## src/rtl/sprite_pkg.sv

```systemverilog
//==============================================================================
// Module      : sprite_pkg
// Description : Shared constants and types for the sprite lane renderer and
//               the VGA glue (direction codes, renderer states, colour width).
// Revision    : 1.0 - initial release
//==============================================================================
`default_nettype none

package sprite_pkg;

  // Colour width shared with the vga_adapter glue
  localparam int SPRITE_COLOUR_W = 3;

  // Per-channel direction codes (2'b11 is treated as "none")
  localparam logic [1:0] DIR_NONE  = 2'b00;
  localparam logic [1:0] DIR_LEFT  = 2'b01;
  localparam logic [1:0] DIR_RIGHT = 2'b10;

  // Renderer state encoding
  typedef enum logic [2:0] {
    ST_IDLE  = 3'd0,
    ST_ERASE = 3'd1,
    ST_MOVE  = 3'd2,
    ST_DRAW  = 3'd3,
    ST_FLUSH = 3'd4,
    ST_DONE  = 3'd5
  } render_state_e;

  // Counter/select width that never collapses to zero bits
  function automatic int clog2_min1(input int v);
    return (v <= 2) ? 1 : $clog2(v);
  endfunction

endpackage

`default_nettype wire

```

## src/rtl/sprite_lane_renderer_if.sv

```systemverilog
//==============================================================================
// Module      : sprite_lane_renderer_if
// Description : Frame-tick/direction inputs, sprite ROM port, VGA plot bus and
//               status outputs of the sprite lane renderer.
// Revision    : 1.0 - initial release
//==============================================================================
`default_nettype none

interface sprite_lane_renderer_if
  import sprite_pkg::*;
#(
  parameter int NUM_SPRITES = 2,
  parameter int SPRITE_W    = 27,
  parameter int SPRITE_H    = 48,
  parameter int X_W         = 9,
  parameter int Y_W         = 8,
  parameter int COLOUR_W    = SPRITE_COLOUR_W
);
  localparam int SEL_W = clog2_min1(NUM_SPRITES);
  localparam int COL_W = clog2_min1(SPRITE_W);
  localparam int ROW_W = clog2_min1(SPRITE_H);

  logic                         frame_tick;
  logic [2*NUM_SPRITES-1:0]     dir;
  logic [SEL_W-1:0]             rom_sel;
  logic [COL_W-1:0]             rom_x;
  logic [ROW_W-1:0]             rom_y;
  logic [COLOUR_W-1:0]          rom_colour;
  logic [X_W-1:0]               x;
  logic [Y_W-1:0]               y;
  logic [COLOUR_W-1:0]          colour;
  logic                         plot;
  logic [NUM_SPRITES*X_W-1:0]   pos_x;
  logic                         busy;
  logic                         done;

  // Renderer side
  modport slave (
    input  frame_tick, dir, rom_colour,
    output rom_sel, rom_x, rom_y, x, y, colour, plot, pos_x, busy, done
  );

  // Tick source / ROM / VGA side
  modport master (
    output frame_tick, dir, rom_colour,
    input  rom_sel, rom_x, rom_y, x, y, colour, plot, pos_x, busy, done
  );

endinterface

`default_nettype wire

```

## src/rtl/sprite_lane_renderer_rect_scanner.sv

```systemverilog
//==============================================================================
// Module      : rect_scanner
// Description : W x H row-major (column fastest) pixel counter. Wraps back to
//               the origin after the last pixel so it is parked for reuse.
// Revision    : 1.0 - initial release
//==============================================================================
`default_nettype none

module rect_scanner #(
  parameter int W     = 27,
  parameter int H     = 48,
  parameter int COL_W = 5,
  parameter int ROW_W = 6
) (
  input  wire logic             clock,
  input  wire logic             resetn,
  input  wire logic             start,
  input  wire logic             en,
  output logic [COL_W-1:0]      col,
  output logic [ROW_W-1:0]      row,
  output logic                  first,
  output logic                  last
);

  logic [COL_W-1:0] col_q, col_d;
  logic [ROW_W-1:0] row_q, row_d;

  // Advance column, carry into row, wrap to origin after the final pixel
  always_comb begin
    col_d = col_q;
    row_d = row_q;
    if (start) begin
      col_d = '0;
      row_d = '0;
    end else if (en) begin
      if (col_q == COL_W'(W - 1)) begin
        col_d = '0;
        row_d = (row_q == ROW_W'(H - 1)) ? '0 : row_q + 1'b1;
      end else begin
        col_d = col_q + 1'b1;
      end
    end
  end

  // Counter registers
  always_ff @(posedge clock) begin
    if (!resetn) begin
      col_q <= '0;
      row_q <= '0;
    end else begin
      col_q <= col_d;
      row_q <= row_d;
    end
  end

  assign col   = col_q;
  assign row   = row_q;
  assign first = (col_q == '0) && (row_q == '0);
  assign last  = (col_q == COL_W'(W - 1)) && (row_q == ROW_W'(H - 1));

endmodule

`default_nettype wire

```

## src/rtl/sprite_lane_renderer.sv

```systemverilog
//==============================================================================
// Module      : sprite_lane_renderer
// Description : Per frame tick, for each lane in order: erase the old sprite
//               rectangle, apply the clamped horizontal move, then redraw the
//               sprite from ROM with transparency.
// Revision    : 1.0 - initial release
//==============================================================================
`default_nettype none

module sprite_lane_renderer
  import sprite_pkg::*;
#(
  parameter int                  NUM_SPRITES = 2,
  parameter int                  SPRITE_W    = 27,
  parameter int                  SPRITE_H    = 48,
  parameter int                  SCREEN_W    = 320,
  parameter int                  X_W         = 9,
  parameter int                  Y_W         = 8,
  parameter int                  COLOUR_W    = SPRITE_COLOUR_W,
  parameter int                  X_INIT      = 160,
  parameter int                  Y_BASE      = 190,
  parameter int                  LANE_PITCH  = 0,
  parameter int                  SPEED       = 1,
  parameter logic [COLOUR_W-1:0] BG_COLOUR   = 3'b000,
  parameter logic [COLOUR_W-1:0] TRANSPARENT = 3'b101
) (
  input  wire logic               clock,
  input  wire logic               resetn,
  sprite_lane_renderer_if.slave   bus
);

  localparam int              SEL_W   = clog2_min1(NUM_SPRITES);
  localparam int              COL_W   = clog2_min1(SPRITE_W);
  localparam int              ROW_W   = clog2_min1(SPRITE_H);
  localparam logic [X_W:0]    X_MAX   = (X_W + 1)'(SCREEN_W - SPRITE_W);
  localparam logic [X_W:0]    SPEED_E = (X_W + 1)'(SPEED);

  // Reject channel counts or lane placements that cannot be drawn on screen
  generate
    if (NUM_SPRITES < 1 || NUM_SPRITES > 8) begin : g_bad_num
      $error("sprite_lane_renderer: NUM_SPRITES must be 1..8");
    end
    for (genvar gi = 0; gi < NUM_SPRITES; gi++) begin : g_lane_chk
      if ((Y_BASE - gi * LANE_PITCH) < 0 ||
          (Y_BASE - gi * LANE_PITCH + SPRITE_H - 1) > 239) begin : g_bad_lane
        $error("sprite_lane_renderer: lane leaves rows 0..239");
      end
    end
  endgenerate

  render_state_e            state_q, state_d;
  logic [SEL_W-1:0]         ch_q, ch_d;
  logic [2*NUM_SPRITES-1:0] dir_q, dir_d;
  logic [X_W-1:0]           pos_q [NUM_SPRITES];
  logic [X_W-1:0]           pos_d [NUM_SPRITES];
  logic                     drv_q, drv_d;
  logic [X_W-1:0]           dx_q, dx_d;
  logic [Y_W-1:0]           dy_q, dy_d;
  logic                     plot_q, plot_d;
  logic [X_W-1:0]           x_q, x_d;
  logic [Y_W-1:0]           y_q, y_d;
  logic [COLOUR_W-1:0]      colour_q, colour_d;
  logic                     busy_q, busy_d;
  logic                     done_q, done_d;

  logic                     scan_start, scan_en, scan_first, scan_last;
  logic [COL_W-1:0]         scan_col;
  logic [ROW_W-1:0]         scan_row;
  logic [X_W-1:0]           cur_pos;
  logic [Y_W-1:0]           cur_lane;
  logic [1:0]               cur_dir;
  logic [X_W:0]             pos_ext, moved;

  // Lane row of a channel: lanes stack upwards from Y_BASE
  function automatic logic [Y_W-1:0] lane_y(input logic [SEL_W-1:0] c);
    return Y_W'(Y_BASE - int'(c) * LANE_PITCH);
  endfunction

  // One scanner shared by ERASE and DRAW; it wraps to the origin after each use
  rect_scanner #(
    .W     (SPRITE_W),
    .H     (SPRITE_H),
    .COL_W (COL_W),
    .ROW_W (ROW_W)
  ) u_scan (
    .clock  (clock),
    .resetn (resetn),
    .start  (scan_start),
    .en     (scan_en),
    .col    (scan_col),
    .row    (scan_row),
    .first  (scan_first),
    .last   (scan_last)
  );

  assign cur_pos  = pos_q[ch_q];
  assign cur_lane = lane_y(ch_q);
  assign cur_dir  = dir_q[{ch_q, 1'b0} +: 2];

  // Clamped move computed one bit wider so neither edge can wrap
  always_comb begin
    pos_ext = {1'b0, cur_pos};
    moved   = pos_ext;
    case (cur_dir)
      DIR_LEFT:  moved = (pos_ext >= SPEED_E) ? pos_ext - SPEED_E : '0;
      DIR_RIGHT: moved = (pos_ext + SPEED_E > X_MAX) ? X_MAX : pos_ext + SPEED_E;
      default:   moved = pos_ext;
    endcase
  end

  // State register
  always_ff @(posedge clock) begin
    if (!resetn) state_q <= ST_IDLE;
    else         state_q <= state_d;
  end

  // Next-state: erase, move, draw, flush per channel, then a one-cycle done
  always_comb begin
    state_d = state_q;
    case (state_q)
      ST_IDLE:  if (bus.frame_tick) state_d = ST_ERASE;
      ST_ERASE: if (scan_last) state_d = ST_MOVE;
      ST_MOVE:  state_d = ST_DRAW;
      ST_DRAW:  if (scan_last) state_d = ST_FLUSH;
      ST_FLUSH: state_d = (ch_q == SEL_W'(NUM_SPRITES - 1)) ? ST_DONE : ST_ERASE;
      ST_DONE:  state_d = ST_IDLE;
      default:  state_d = ST_IDLE;
    endcase
  end

  // Datapath and output next values for the current state
  always_comb begin
    ch_d       = ch_q;
    dir_d      = dir_q;
    pos_d      = pos_q;
    scan_start = 1'b0;
    scan_en    = 1'b0;
    drv_d      = 1'b0;
    dx_d       = dx_q;
    dy_d       = dy_q;
    plot_d     = 1'b0;
    x_d        = x_q;
    y_d        = y_q;
    colour_d   = colour_q;
    busy_d     = (state_q == ST_ERASE) || (state_q == ST_MOVE) ||
                 (state_q == ST_DRAW)  || (state_q == ST_FLUSH);
    done_d     = (state_q == ST_DONE);
    case (state_q)
      ST_IDLE: begin
        scan_start = !scan_first;
        if (bus.frame_tick) begin
          dir_d = bus.dir;
          ch_d  = '0;
        end
      end
      ST_ERASE: begin
        scan_en  = 1'b1;
        plot_d   = 1'b1;
        x_d      = cur_pos + X_W'(scan_col);
        y_d      = cur_lane + Y_W'(scan_row);
        colour_d = BG_COLOUR;
      end
      ST_MOVE: begin
        pos_d[ch_q] = X_W'(moved);
      end
      ST_DRAW: begin
        scan_en = 1'b1;
        drv_d   = 1'b1;
        dx_d    = cur_pos + X_W'(scan_col);
        dy_d    = cur_lane + Y_W'(scan_row);
      end
      ST_FLUSH: begin
        if (ch_q != SEL_W'(NUM_SPRITES - 1)) ch_d = ch_q + 1'b1;
      end
      default: ;
    endcase
    // Plot stage for DRAW: ROM data arrives one cycle after its address
    if (drv_q) begin
      x_d      = dx_q;
      y_d      = dy_q;
      colour_d = bus.rom_colour;
      plot_d   = (bus.rom_colour != TRANSPARENT);
    end
  end

  // Datapath and output registers
  always_ff @(posedge clock) begin
    if (!resetn) begin
      ch_q     <= '0;
      dir_q    <= '0;
      for (int i = 0; i < NUM_SPRITES; i++) pos_q[i] <= X_W'(X_INIT);
      drv_q    <= 1'b0;
      dx_q     <= '0;
      dy_q     <= '0;
      plot_q   <= 1'b0;
      x_q      <= '0;
      y_q      <= '0;
      colour_q <= BG_COLOUR;
      busy_q   <= 1'b0;
      done_q   <= 1'b0;
    end else begin
      ch_q     <= ch_d;
      dir_q    <= dir_d;
      pos_q    <= pos_d;
      drv_q    <= drv_d;
      dx_q     <= dx_d;
      dy_q     <= dy_d;
      plot_q   <= plot_d;
      x_q      <= x_d;
      y_q      <= y_d;
      colour_q <= colour_d;
      busy_q   <= busy_d;
      done_q   <= done_d;
    end
  end

  generate
    for (genvar gi = 0; gi < NUM_SPRITES; gi++) begin : g_pos
      assign bus.pos_x[gi*X_W +: X_W] = pos_q[gi];
    end
  endgenerate

  assign bus.rom_sel = ch_q;
  assign bus.rom_x   = scan_col;
  assign bus.rom_y   = scan_row;
  assign bus.x       = x_q;
  assign bus.y       = y_q;
  assign bus.colour  = colour_q;
  assign bus.plot    = plot_q;
  assign bus.busy    = busy_q;
  assign bus.done    = done_q;

endmodule

`default_nettype wire

```

## src/flat_wrapper.sv

```systemverilog
// flat-port wrapper written by rule: the top's interface ports become plain ports
module sprite_lane_renderer_flat import sprite_pkg::*;
#(
  parameter int                  NUM_SPRITES = 2,
  parameter int                  SPRITE_W    = 27,
  parameter int                  SPRITE_H    = 48,
  parameter int                  SCREEN_W    = 320,
  parameter int                  X_W         = 9,
  parameter int                  Y_W         = 8,
  parameter int                  COLOUR_W    = SPRITE_COLOUR_W,
  parameter int                  X_INIT      = 160,
  parameter int                  Y_BASE      = 190,
  parameter int                  LANE_PITCH  = 0,
  parameter int                  SPEED       = 1,
  parameter logic [COLOUR_W-1:0] BG_COLOUR   = 3'b000,
  parameter logic [COLOUR_W-1:0] TRANSPARENT = 3'b101
)
  (clock, resetn, bus_frame_tick, bus_dir, bus_rom_colour, bus_rom_sel, bus_rom_x, bus_rom_y, bus_x, bus_y, bus_colour, bus_plot, bus_pos_x, bus_busy, bus_done);
  sprite_lane_renderer_if #(.NUM_SPRITES(NUM_SPRITES), .SPRITE_W(SPRITE_W), .SPRITE_H(SPRITE_H), .X_W(X_W), .Y_W(Y_W), .COLOUR_W(COLOUR_W)) bus_i ();
  input  wire logic clock;
  input  wire logic resetn;
  input wire logic [$bits(bus_i.frame_tick)-1:0] bus_frame_tick;
  input wire logic [$bits(bus_i.dir)-1:0] bus_dir;
  input wire logic [$bits(bus_i.rom_colour)-1:0] bus_rom_colour;
  output wire logic [$bits(bus_i.rom_sel)-1:0] bus_rom_sel;
  output wire logic [$bits(bus_i.rom_x)-1:0] bus_rom_x;
  output wire logic [$bits(bus_i.rom_y)-1:0] bus_rom_y;
  output wire logic [$bits(bus_i.x)-1:0] bus_x;
  output wire logic [$bits(bus_i.y)-1:0] bus_y;
  output wire logic [$bits(bus_i.colour)-1:0] bus_colour;
  output wire logic [$bits(bus_i.plot)-1:0] bus_plot;
  output wire logic [$bits(bus_i.pos_x)-1:0] bus_pos_x;
  output wire logic [$bits(bus_i.busy)-1:0] bus_busy;
  output wire logic [$bits(bus_i.done)-1:0] bus_done;
  assign bus_i.frame_tick = bus_frame_tick;
  assign bus_i.dir = bus_dir;
  assign bus_i.rom_colour = bus_rom_colour;
  assign bus_rom_sel = bus_i.rom_sel;
  assign bus_rom_x = bus_i.rom_x;
  assign bus_rom_y = bus_i.rom_y;
  assign bus_x = bus_i.x;
  assign bus_y = bus_i.y;
  assign bus_colour = bus_i.colour;
  assign bus_plot = bus_i.plot;
  assign bus_pos_x = bus_i.pos_x;
  assign bus_busy = bus_i.busy;
  assign bus_done = bus_i.done;
  sprite_lane_renderer #(.NUM_SPRITES(NUM_SPRITES), .SPRITE_W(SPRITE_W), .SPRITE_H(SPRITE_H), .SCREEN_W(SCREEN_W), .X_W(X_W), .Y_W(Y_W), .COLOUR_W(COLOUR_W), .X_INIT(X_INIT), .Y_BASE(Y_BASE), .LANE_PITCH(LANE_PITCH), .SPEED(SPEED), .BG_COLOUR(BG_COLOUR), .TRANSPARENT(TRANSPARENT)) u_core (.clock(clock), .resetn(resetn), .bus(bus_i));
endmodule
```

## config.mk

```make
export PLATFORM = sky130hd
export DESIGN_NAME = sprite_lane_renderer_flat
export DESIGN_NICKNAME = d
export VERILOG_FILES = /design/src/rtl/sprite_pkg.sv /design/src/rtl/sprite_lane_renderer_if.sv /design/src/rtl/sprite_lane_renderer_rect_scanner.sv /design/src/rtl/sprite_lane_renderer.sv /design/src/flat_wrapper.sv
export SDC_FILE = /design/constraint.sdc
export NUM_CORES = 1
export LEC_CHECK = 0
export BUFFER_PORTS_ARGS = -buffer_cell sky130_fd_sc_hd__clkbuf_2
export CAP_MARGIN = 20
export CORE_MARGIN = 5
export CORE_UTILIZATION = 55
export CTS_CLUSTER_DIAMETER = 150
export CTS_CLUSTER_SIZE = 14
export DETAILED_ROUTE_END_ITERATION = 16
export PLACE_DENSITY = 0.77
export SYNTH_ARGS = -nofsm -noshare
export SYNTH_HDL_FRONTEND = slang
export SYNTH_SLANG_ARGS = --single-unit
```

## constraint.sdc

```tcl
create_clock -name clock -period 3.6 [get_ports clock]
set_input_delay 0.72 -clock clock [delete_from_list [all_inputs] [get_ports clock]]
set_output_delay 0.72 -clock clock [all_outputs]
set_load 0.005 [all_outputs]
```

==> results.toml <==
[outcome]
status = "finished, final reports clean"

[clock_tree]
cts.sinks = 78
cts.clk_slew.worst_paths_ns = 0.10
cts_setup_buffers = 0
cts_root_buffer = "clkbuf_8"
cts_hold_buf = 0
cts_tree = "done"
cts.htree.levels = 3
numCtsBuffers = 9
clock_path_buffers = 2
insertion_delay_ns = 0.36
cts-resized-gates = 0

[critical_path]
cpPeakStageDelay_ns = 0.75
r2r-start = "u_core.bus.rom_sel"
reg2reg_depth = 8
crit_slowest_cell = "dfxtp_1"
cp.required_ns = 3.82
crit_chain = "buf_4 -> nand3_2 -> a222oi_1 -> mux2i_1 -> nand2_1 -> o211a_1 -> a211oi_1 -> o22ai_1"
path_class = "reg2reg"
worstReg2RegEnd = "u_core.bus.pos_x[9]"
cp-end-kind = "register"
cp_max_fo = 27
rrSetupSlack_ns = 0.32
start_kind = "register"
cp.arrival_ns = 3.51

[route]
first_pass_iters = 5
via_per_inst = 5.983
drt-initial-drc-count = 286
drc = 0
wl_per_cell_um = 17.17
vias = 4338
drt.antenna.violating_nets = 0
wirelength_mm = 12.45

[sta]
setup_viol = 0
fin_crit_sh_pct = 91.17
drv_slew = 0
rsz0062_at_grt = "no"
worst_pin_slew_ns = 0.8880
skew_ns = 0.009338
fin_crit_ns = 3.282
slew_headroom_pct = 40.72
fmax_mhz = 304.7
hold_viol = 0
tns_ns = 0

[global_route]
grtUsageTotal_pct = 25.90
grt_start_max_net_pins = 41
antenna_found_initial = 0
first_global_vias = 4217
grt_pass1_wl_mm = 20.80
grt_overflow = 0

[place]
place_hpwl_mm = 9.027
place_congestion = 1.087
portBuffers = 62

[die]
dieArea_mm2 = 0.009968
row_count = 32
core_mm2 = 0.007807
io_pins = 63
start_util_pct = 56.86
die_x_um = 99.84
dieHeight_um = 99.84

[cells_and_area]
drive_gt1_share_pct = 18.78
antenna_cells = 0
syn_to_final_growth_pct = 14.09
final_cell_mix = "dfxtp_1, nor2_1, clkbuf_2, nand2_1, a21oi_1"
fin_nets = 647
layout.cells.most_common = "dfxtp_1"

[yosys]
synthesis.area_mm2 = 0.004439
syn-num-nets = 588
synth-seq-cells = 78
synth_compound_area_share_pct = 22.91
synth_xor_area_share_pct = 3.157
synth_edf_count = 0
yosys.area_share.simple_pct = 21.93
synth_cells = 559
netlist-cell-type-count = 63
synthMuxAreaShare_pct = 6.003
syn_avg_cell_area_um2 = 7.941
synth_top_family_by_area = "compound AO/OA/AOI/OAI gates"
yosysSeqAreaShare_pct = 35.17
synth_ff_type = "dfxtp_1"
ys_async_sr_fraction_pct = 0
synth_fa_ha_area_share_pct = 5.524
ys_warn_count = 0

[hold_path]
hold_path.class = "reg2reg"
whs_path_depth = 2
min-delay-start = "u_core.dx_q[8]"
holdPathEnd = "u_core.dx_q[8]"

[power]
vdd_drop_max_v = 0.0002742
power_density_mw_per_mm2 = 342.1
power_mw = 1.733
p_leak_nw = 2.063

[job]
cap_viol_max_count = 0
-- layer usage --
| metal | up-vias | global-route usage (%) | part of all wire [%] |
|---|---|---|---|
| met5 | - | 0 | 0 |
| met4 | 0 | 9.139 | 2.2 |
| met3 | 24 | 4.448 | 6.7 |
| met2 | 160 | 39.82 | 44 |
| met1 | 2026 | 36.61 | 47 |
| li1 | 2128 | - | - |
-- metrics by stage --
stage	cell area (um2)	hold WS, ns	instances	setup slack, ns	util [%]
floorplan	4439	0.4322	559	0.7853	-
global placement	4853	0.4426	708	0.4413	62.16
detailed placement	4853	0.4478	708	0.3720	62.16
CTS	5057	0.4612	724	0.3730	64.78
global route	5065	0.4897	725	0.05716	64.87
finish	5065	0.4642	725	0.3177	64.87
-- how the worst max path moves through the flow --
stage                       start                    to  slack (ns)  depth (start not counted)
2_1_floorplan  u_core.bus.rom_sel  u_core.bus.pos_x[10]        0.79                         12
5_1_grt        u_core.bus.rom_sel   u_core.bus.pos_x[9]        0.06                          8
3_3_place_gp   u_core.bus.rom_sel   u_core.bus.pos_x[9]        0.44                          8
6_report       u_core.bus.rom_sel   u_core.bus.pos_x[9]        0.32                          8
4_1_cts        u_core.bus.rom_sel   u_core.bus.pos_x[0]        0.37                          8
3_5_place_dp   u_core.bus.rom_sel   u_core.bus.pos_x[9]        0.37                          8
-- state kept, by name, indices dropped and copies added, names as in the netlist --
name and cells:
u_core.bus.busy 1, u_core.bus.colour 3, u_core.bus.done 1, u_core.bus.plot 1, u_core.bus.pos_x 18, u_core.bus.rom_sel 1, u_core.bus.x 9, u_core.bus.y 8
u_core.dir_q 4, u_core.drv_q 1, u_core.dx_q 9, u_core.dy_q 8, u_core.state_q 3, u_core.u_scan.col 5, u_core.u_scan.row 6
-- synthesized netlist by cell type (4+ instances only) --
cell type | n | area [um2]
dfxtp_1 | 78 | 1562
nor2_1 | 77 | 289.0
nand2_1 | 59 | 221.5
a21oi_1 | 55 | 275.3
o21ai_0 | 32 | 160.2
clkbuf_1 | 27 | 101.4
inv_1 | 20 | 75.07
a211oi_1 | 19 | 142.6
ha_1 | 18 | 225.2
nor3_1 | 15 | 75.07
nand3_1 | 12 | 60.06
mux2i_1 | 11 | 110.1
nand4_1 | 9 | 56.30
xnor2_1 | 9 | 78.83
o211ai_1 | 8 | 60.06
a31oi_1 | 7 | 43.79
xor2_1 | 7 | 61.31
and3_1 | 6 | 37.54
or3_1 | 5 | 31.28
a22oi_1 | 4 | 30.03
mux2i_2 | 4 | 55.05
nand2b_1 | 4 | 25.02
nor2b_1 | 4 | 25.02
o22ai_1 | 4 | 25.02
-- final cells by class --
| type | count | area (um2) |
|---|---|---|
| clock buffers | 9 | 123.9 |
| multi-input cells | 427 | 2648 |
| repair buffers | 79 | 437.9 |
| clock inverters | 7 | 80.08 |
| fillers | 698 | 2743 |
| flip-flops and latches | 78 | 1562 |
| well taps | 102 | 127.6 |
| inverters | 23 | 86.33 |
-- power by group --
part | internal, mW | switching, mW | leakage, nW
Combinational | 0.0496 | 0.0839 | 1.33
Sequential | 0.878 | 0.0124 | 0.632
Clock | 0.331 | 0.379 | 0.102
-- worst max-delay path, delay by kind of cell (launching register included) --
kind            cells  cell delay [ns]
compound gates      4             1.41
buf+inv             1             0.45
flops               1             0.75
mux                 1             0.26
simple gates        2             0.26
-- cell families (layout without fill, tap and decap cells) --
family                     Yosys count  in the layout
muxes                               21             21
DFF                                 78             78
adders and majority gates           19             19
and+or+nand+nor                    211            211
buffers and inverters               54            118
AOI/OAI and AO/OA                  160            160
xor gates and xnor gates            16             16
(Power assumes the default switching activity.)
